`src/rtl/touch_event_detector.sv`:
```
// Debounces a synchronised touch line on prescaler ticks and classifies each
// accepted press as short or long, with a wrapping press counter.
module touch_event_detector #(
  parameter int unsigned DEBOUNCE_TICKS = 4,
  parameter int unsigned LONG_TICKS     = 50
) (
  input  logic       CLK,
  input  logic       RST_n,
  input  logic       TICK,
  input  logic       TOUCH_IN,
  output logic       TOUCHED,
  output logic       SHORT_PRESS,
  output logic       LONG_PRESS,
  output logic [7:0] PRESS_COUNT
);

  localparam int unsigned HoldW = $clog2(LONG_TICKS + 1);

  localparam logic [7:0]       DebOne   = 8'd1;
  localparam logic [7:0]       DebLast  = 8'(DEBOUNCE_TICKS - 1);
  localparam logic [HoldW-1:0] HoldOne  = HoldW'(1);
  localparam logic [HoldW-1:0] HoldLast = HoldW'(LONG_TICKS - 1);
  localparam logic [HoldW-1:0] HoldMax  = HoldW'(LONG_TICKS);

  localparam logic [2:0] StIdle       = 3'd0;
  localparam logic [2:0] StDebPress   = 3'd1;
  localparam logic [2:0] StPressed    = 3'd2;
  localparam logic [2:0] StLongHeld   = 3'd3;
  localparam logic [2:0] StDebRelease = 3'd4;

  logic [1:0]       sync_q;
  logic             touch_s;
  logic [2:0]       state_q, state_d;
  logic [7:0]       deb_cnt_q, deb_cnt_d;
  logic [HoldW-1:0] hold_cnt_q, hold_cnt_d;
  logic             long_flag_q, long_flag_d;
  logic             touched_q, touched_d;
  logic             short_q, short_d;
  logic             long_q, long_d;
  logic [7:0]       count_q, count_d;

  assign touch_s = sync_q[1];

  always_comb begin
    state_d     = state_q;
    deb_cnt_d   = deb_cnt_q;
    hold_cnt_d  = hold_cnt_q;
    long_flag_d = long_flag_q;
    touched_d   = touched_q;
    count_d     = count_q;
    // Event pulses last exactly one CLK regardless of TICK.
    short_d     = 1'b0;
    long_d      = 1'b0;
    if (TICK) begin
      case (state_q)
        StIdle: begin
          if (touch_s) begin
            state_d   = StDebPress;
            deb_cnt_d = DebOne;
          end
        end
        StDebPress: begin
          if (!touch_s) begin
            state_d   = StIdle;
            deb_cnt_d = '0;
          end else if (deb_cnt_q == DebLast) begin
            state_d     = StPressed;
            deb_cnt_d   = '0;
            touched_d   = 1'b1;
            count_d     = count_q + DebOne;
            hold_cnt_d  = '0;
            long_flag_d = 1'b0;
          end else begin
            deb_cnt_d = deb_cnt_q + DebOne;
          end
        end
        StPressed: begin
          if (!touch_s) begin
            state_d   = StDebRelease;
            deb_cnt_d = DebOne;
          end else if (hold_cnt_q == HoldLast) begin
            state_d     = StLongHeld;
            hold_cnt_d  = HoldMax;
            long_d      = 1'b1;
            long_flag_d = 1'b1;
          end else begin
            hold_cnt_d = hold_cnt_q + HoldOne;
          end
        end
        StLongHeld: begin
          if (!touch_s) begin
            state_d   = StDebRelease;
            deb_cnt_d = DebOne;
          end else begin
            hold_cnt_d = HoldMax;
          end
        end
        StDebRelease: begin
          // A bounce back high resumes the same press without recounting it.
          if (touch_s) begin
            state_d   = long_flag_q ? StLongHeld : StPressed;
            deb_cnt_d = '0;
          end else if (deb_cnt_q == DebLast) begin
            state_d   = StIdle;
            deb_cnt_d = '0;
            touched_d = 1'b0;
            short_d   = !long_flag_q;
          end else begin
            deb_cnt_d = deb_cnt_q + DebOne;
          end
        end
        default: begin
          state_d   = StIdle;
          deb_cnt_d = '0;
        end
      endcase
    end
  end

  always_ff @(posedge CLK) begin
    if (!RST_n) begin
      sync_q      <= '0;
      state_q     <= StIdle;
      deb_cnt_q   <= '0;
      hold_cnt_q  <= '0;
      long_flag_q <= 1'b0;
      touched_q   <= 1'b0;
      short_q     <= 1'b0;
      long_q      <= 1'b0;
      count_q     <= '0;
    end else begin
      sync_q      <= {sync_q[0], TOUCH_IN};
      state_q     <= state_d;
      deb_cnt_q   <= deb_cnt_d;
      hold_cnt_q  <= hold_cnt_d;
      long_flag_q <= long_flag_d;
      touched_q   <= touched_d;
      short_q     <= short_d;
      long_q      <= long_d;
      count_q     <= count_d;
    end
  end

  assign TOUCHED     = touched_q;
  assign SHORT_PRESS = short_q;
  assign LONG_PRESS  = long_q;
  assign PRESS_COUNT = count_q;

endmodule
```
`config.mk`:
```
export PLATFORM = sky130hd
export DESIGN_NAME = touch_event_detector
export DESIGN_NICKNAME = d
export VERILOG_FILES = /design/src/rtl/touch_event_detector.sv
export SDC_FILE = /design/constraint.sdc
export NUM_CORES = 1
export LEC_CHECK = 0
export CORE_ASPECT_RATIO = 1.75
export CORE_MARGIN = 2
export CORE_UTILIZATION = 35
export CTS_CLUSTER_DIAMETER = 80
export DETAILED_ROUTE_END_ITERATION = 6
export DONT_BUFFER_PORTS = 1
export PLACE_DENSITY_LB_ADDON = 0.2
export REMOVE_ABC_BUFFERS = 1
export SKIP_LAST_GASP = 1
export SLEW_MARGIN = 15
export SYNTH_ARGS = -nofsm -noshare
export SYNTH_HDL_FRONTEND = slang
export SYNTH_SLANG_ARGS = --single-unit
```
`constraint.sdc`:
```
create_clock -name CLK -period 2.61 [get_ports CLK]
set_input_delay 0.261 -clock CLK [delete_from_list [all_inputs] [get_ports CLK]]
set_output_delay 0.261 -clock CLK [all_outputs]
set_load 0.01 [all_outputs]
```
==> results of run 1 <==
==> worst paths after layout <==
check	to	from	cells after the start	slack [ns]
min reg2reg	sync_q[1]	sync_q[0]	1	0.44
max	state_q[1]	state_q[2]	4	0.37
min	sync_q[1]	RST_n	1	0.10
max reg2reg	state_q[1]	state_q[2]	4	0.37
==> per-layer routing <==
metal	wire length, um	vias up	global-route usage
met4	137	0	0.110
li1	-	703	-
met3	135	9	0.0329
met1	1530	694	0.151
met5	0	-	0
met2	2080	31	0.301
==> area by class of cell <==
type / count / area share
multi-input combinational: 143 / 0.534
sequential: 31 / 0.344
clock buffer: 6 / 0.0457
tap: 52 / 0.0360
clock inverter: 2 / 0.0194
timing repair buffer: 3 / 0.0125
inverter: 4 / 0.00832
==> stage by stage <==
stage / utilization / cell area [um2]
2_1_floorplan: - / 1600
3_3_place_gp: 0.368 / 1690
3_5_place_dp: 0.368 / 1690
4_1_cts: 0.394 / 1810
5_1_grt: 0.394 / 1810
6_report: 0.394 / 1810
==> registers in the layout (all words and copies together), names as in the netlist <==
signal / cells
long_flag_q: 1
PRESS_COUNT: 8
TOUCHED: 1
deb_cnt_q: 8
LONG_PRESS: 1
state_q: 3
sync_q: 2
hold_cnt_q: 6
SHORT_PRESS: 1
==> cell usage in the layout, fill, tap and decap left out, types with 4 or more instances in the layout <==
cell	synthesis	layout
dfxtp_1	31	31
nand3_1	9	9
nand2_1	10	10
nor2_1	8	8
ha_1	4	4
clkbuf_8	0	6
xnor2_1	4	4
o31ai_1	4	4
inv_1	4	4
o21ai_0	9	9
or3_1	7	7
mux2i_1	6	6
a21oi_1	12	12
nor4_1	5	5
nand4_1	6	6
nor3_1	5	5
==> where the power goes <==
group / internal [W] / total (W) / switching, W
Clock: 0.000309 / 0.000495 / 0.000187
Sequential: 0.000477 / 0.000482 / 0.00000535
Combinational: 0.0000157 / 0.0000394 / 0.0000238
Total: 0.000801 / 0.00102 / 0.000216
==> cell families after synthesis <==
group / after synthesis / share of synthesized area
DFF: 31 / 0.378
xor gates and xnor gates: 5 / 0.0267
buffers and inverters: 13 / 0.0350
AOI/OAI and AO/OA: 47 / 0.189
adders and majority gates: 4 / 0.0305
muxes: 6 / 0.0366
and+or+nand+nor: 81 / 0.305
==> reports/results.ini, run 1 <==
[floorplan]
core_area_um2 = 4580
fp-row-count = 33
die_area_um2 = 5280
die_y_um = 94.6
start_util = 0.358
die_w_um = 55.8
io-pin-count = 15

[critical_path]
worst_setup_path_end_kind = register
crit_path_start_kind = register
crit_arrival_ns = 2.45
worstPathRequired_ns = 2.83
critPathBufInv = 0
critPathMaxStageDelay_ns = 0.80
slowest_stage = nor4_1
critPathTopFamily = simple AND/OR/NAND/NOR gates
crit_path_cell_trace = nor4_1 > nor2_1 > o211ai_1 > mux2i_1
worstSetupPathType = reg -> reg
crit_fanout = 11

[global_route]
antenna_found_initial = 0
grt_max_degree = 17
grt.overflow.total = 0
grt_pass1_vias = 1427
grt_use_total = 0.159
grt_pass1_wl_um = 6530

[logic_synthesis]
synth_area_leaders = dfxtp_1, a21oi_1, mux2i_1
synthArstFlopShare = 0
ys_seq_area_frac = 0.378
synth_cell_types = 51
synthCells = 187
ys_seq_elements = 31
synthesis.area_um2 = 1640
yosysMostFrequentCell = dfxtp_1
yosysWarnings = 0
synth_edf_count = 0
avgSynthCellArea_um2 = 8.79
ys.flop_type = dfxtp_1
yosysTopAreaCell = dfxtp_1
synth_top_area_share = 0.378
synth_common_cells = dfxtp_1, a21oi_1, nand2_1

[timing]
rsz0062_at_grt = false
finalCritPeriodShare = 0.857
maxSlewHeadroom = 0.410
final.setup.tns_ns = 0
fin_crit_ns = 2.24
setup_slack_ns = 0.374
skew_ns = 0.00365
worst_pin_slew_ns = 0.876
finalSetupViolCount = 0
timing.fmax_ghz = 0.447
slew_violations = 0
hold_slack_ns = 0.101
final_hold_viol_count = 0

[drt]
ant_nets = 0
drtPass1Iterations = 4
drt-initial-drc-count = 34
num_vias = 1437
wl_per_cell_um = 16.1
post-route-drc-count = 0
vias_per_cell = 5.96
routed_wl_um = 3870

[placement]
gp_congestion = 0.824
place_inst = 233
port_buffers = 0
post-place-ws_ns = 0.432
hpwl_um = 2790

[flow_run]
cap_viol_max_count = 0

[clock_tree]
clock_latency_ns = 0.28
clockRootBuffer = clkbuf_8
cts_made_buffers = 5
cts_resized = 0
postCtsHoldBufs = 0
cts.sinks = 31
cts_htree_levels = 2
cts_tree = done
cts_setup_buffers = 0
clk_path_buf_depth = 2
cts.clk_slew.worst_paths_ns = 0.07

[run_status]
status = complete, no violations

[pwr]
p_total_w = 0.00102
powerDensity_nw_per_um2 = 563
max-vdd-ir-drop_v = 0.000341
leakage_nw = 0.639

[final_layout]
final_cells = 241
area_growth_pct = 9.90
seqCellArea_um2 = 621
n_fill_cell = 480
multi_input_area_um2 = 965
layout-drive-gt1-share = 0.106
antenna_cells = 0
nets = 196

[min_path]
hold_class = in -> reg

(Power assumes the default switching activity.)
==> run 2: changes to the inputs <==
Settings changed: HOLD_SLACK_MARGIN set to 0.02, REMOVE_ABC_BUFFERS 1 to unset.
==> run 2 against run 1 <==
Compared with the run above: combinational power barely moved; critical path type unchanged; sequential power about the same; clock power is 26% lower; sequential share of layout area increased by 1.0 points; utilization fell by 1.1 points; register-to-register slack lost 0.13 ns; global-route usage about the same; cell count is 0.83% lower; count of clock-buffer cells in the layout rose by 1; total power is 13% lower; largest cell class unchanged; non-clock buffer count down 2; routed wire length increased by 0.15%.
==> reports/results.ini, run 2 (synthesis gave the netlist of run 1 again) <==
[final_layout]
area_growth_pct = 6.78  ; was 9.90%
nets = 194  ; was 196
antenna_cells = 0  ; unchanged
seqCellArea_um2 = 621  ; unchanged
utilization = 0.383  ; was 0.394
final_cells = 239  ; was 241
layout-drive-gt1-share = 0.0856  ; was 0.106
layout_commonest_cell = dfxtp_1  ; unchanged
final_cell_mix = dfxtp_1, a21oi_1, nand2_1, o21ai_0, nand3_1  ; unchanged
n_fill_cell = 487  ; was 480
multi_input_area_um2 = 965  ; unchanged

[pwr]
max-vdd-ir-drop_v = 0.000400  ; was 0.000341 V
powerDensity_nw_per_um2 = 505  ; was 563 nW/um2
leakage_nw = 0.610  ; was 0.639 nW
p_total_w = 0.000886  ; was 0.00102 W

[floorplan]
io-pin-count = 15  ; unchanged
core_area_um2 = 4580  ; unchanged
die_w_um = 55.8  ; unchanged
start_util = 0.358  ; unchanged
fp-row-count = 33  ; unchanged
die_y_um = 94.6  ; unchanged
die_area_um2 = 5280  ; unchanged

[timing]
worst_pin_slew_ns = 0.658  ; was 0.876 ns
finalSetupViolCount = 0  ; unchanged
timing.fmax_ghz = 0.423  ; was 0.447 GHz
final_hold_viol_count = 0  ; unchanged
rsz0062_at_grt = false  ; unchanged
final.setup.tns_ns = 0  ; unchanged
fin_crit_ns = 2.37  ; was 2.24 ns
skew_ns = 0.00327  ; was 0.00365 ns
maxSlewHeadroom = 0.557  ; was 0.410
slew_violations = 0  ; unchanged
finalCritPeriodShare = 0.906  ; was 0.857

[global_route]
antenna_found_initial = 0  ; unchanged
grt_pass1_vias = 1469  ; was 1,427
grt_pass1_wl_um = 6620  ; was 6530 um
grt_max_degree = 19  ; was 17
grt_use_total = 0.159  ; about the same
grt.overflow.total = 0  ; unchanged

[placement]
gp_congestion = 0.758  ; was 0.824
place_inst = 231  ; was 233
port_buffers = 0  ; unchanged
hpwl_um = 2900  ; was 2790 um

[clock_tree]
clock_latency_ns = 0.28  ; about the same
clk_path_buf_depth = 2  ; unchanged
cts_htree_levels = 2  ; unchanged
cts_tree = done  ; unchanged
cts_made_buffers = 5  ; unchanged
cts_setup_buffers = 0  ; unchanged
clockRootBuffer = clkbuf_8  ; unchanged
postCtsHoldBufs = 0  ; unchanged
cts.clk_slew.worst_paths_ns = 0.06  ; was 0.07 ns
cts_resized = 0  ; unchanged
cts.sinks = 31  ; unchanged

[critical_path]
r2r_cells = 5  ; was 4
r2r_setup_slack_ns = 0.24  ; was 0.37 ns
crit_arrival_ns = 2.58  ; was 2.45 ns
crit_fanout = 18  ; was 11
rr_endpoint = PRESS_COUNT[7]  ; was state_q[1]
worst_setup_path_end_kind = register  ; unchanged
worstSetupPathType = reg -> reg  ; unchanged
worstPathRequired_ns = 2.82  ; was 2.83 ns
reg2reg_from = deb_cnt_q[0]  ; was state_q[2]
critPathMaxStageDelay_ns = 0.62  ; was 0.80 ns
setup.worst_path.start = deb_cnt_q[0]  ; was state_q[2]
crit_path_start_kind = register  ; unchanged
slowest_stage = or4_1  ; was nor4_1
crit_path_cell_trace = ha_1 > nor4b_2 > nand4b_2 > or4_1 > a21oi_1  ; was nor4_1 > nor2_1 > o211ai_1 > mux2i_1

[min_path]
worstHoldStart = RST_n  ; unchanged
hold_class = in -> reg  ; unchanged
hold_depth = 1  ; unchanged
hold_path_end = sync_q[1]  ; unchanged

[drt]
drt-initial-drc-count = 28  ; was 34
drtPass1Iterations = 4  ; unchanged
num_vias = 1429  ; was 1,437
wl_per_cell_um = 16.2  ; was 16.1 um
vias_per_cell = 5.98  ; was 5.96
ant_nets = 0  ; unchanged
routed_wl_um = 3880  ; was 3870 um
post-route-drc-count = 0  ; unchanged

[flow_run]
cap_viol_max_count = 0  ; unchanged

[logic_synthesis]
synth_nets = 195

[run_status]
status = complete, no violations  ; unchanged

## run 2: cell count changes in the layout (fill, tap and decap cells not counted), sizes merged
cell    delta
buf        -2
clkbuf     +1
bufinv     -1
## run 2: final cells by class
class                      count  share of cell area
clock buffer                   7              0.0435
clock inverter                 1             0.00285
inverter                       4             0.00856
multi-input combinational    143               0.550
sequential                    31               0.354
tap                           52              0.0371
timing repair buffer           1             0.00428
## run 2: worst max path at each step
stage	endpoint	slack (ns)
floorplan	PRESS_COUNT[7]	0.76
CTS	PRESS_COUNT[7]	0.24
global placement	PRESS_COUNT[7]	0.37
detailed placement	PRESS_COUNT[7]	0.28
global route	PRESS_COUNT[7]	0.02
finish	PRESS_COUNT[7]	0.24
## run 2: where the power goes
group / total (W) / internal (W) / switching, W
clock: 0.000364 / 0.000187 / 0.000177
sequential: 0.000482 / 0.000477 / 0.00000550
combinational: 0.0000396 / 0.0000157 / 0.0000239
## run 2: metrics by stage
stage          hold WS [ns]  worst slack (ns)  instance area, um2
2_1_floorplan         0.388             0.762                1640
3_3_place_gp          0.386             0.374                1670
3_5_place_dp          0.389             0.279                1670
4_1_cts              0.0921             0.242                1750
5_1_grt              0.0952            0.0204                1750
6_report             0.0979             0.245                1750
## run 2: layer usage
metal | part of all wire | GRT usage | up-vias
li1 | - | - | 702
met4 | 0.023 | 0.0955 | 0
met2 | 0.56 | 0.318 | 27
met3 | 0.044 | 0.0411 | 8
met5 | 0 | 0 | -
met1 | 0.37 | 0.136 | 692
## run 2: critical path, delay by kind of cell (launching register included)
| family | cells | cell delay, ns |
|---|---|---|
| flops | 1 | 0.46 |
| compound gates | 1 | 0.14 |
| simple gates | 3 | 1.46 |
| fa+ha+maj | 1 | 0.23 |
==> run 3: changes to the inputs <==
Settings changed: HOLD_SLACK_MARGIN 0.02 to unset.
==> results of run 3 <==
Final layout, timing and power as in run 2 (identical DEF).
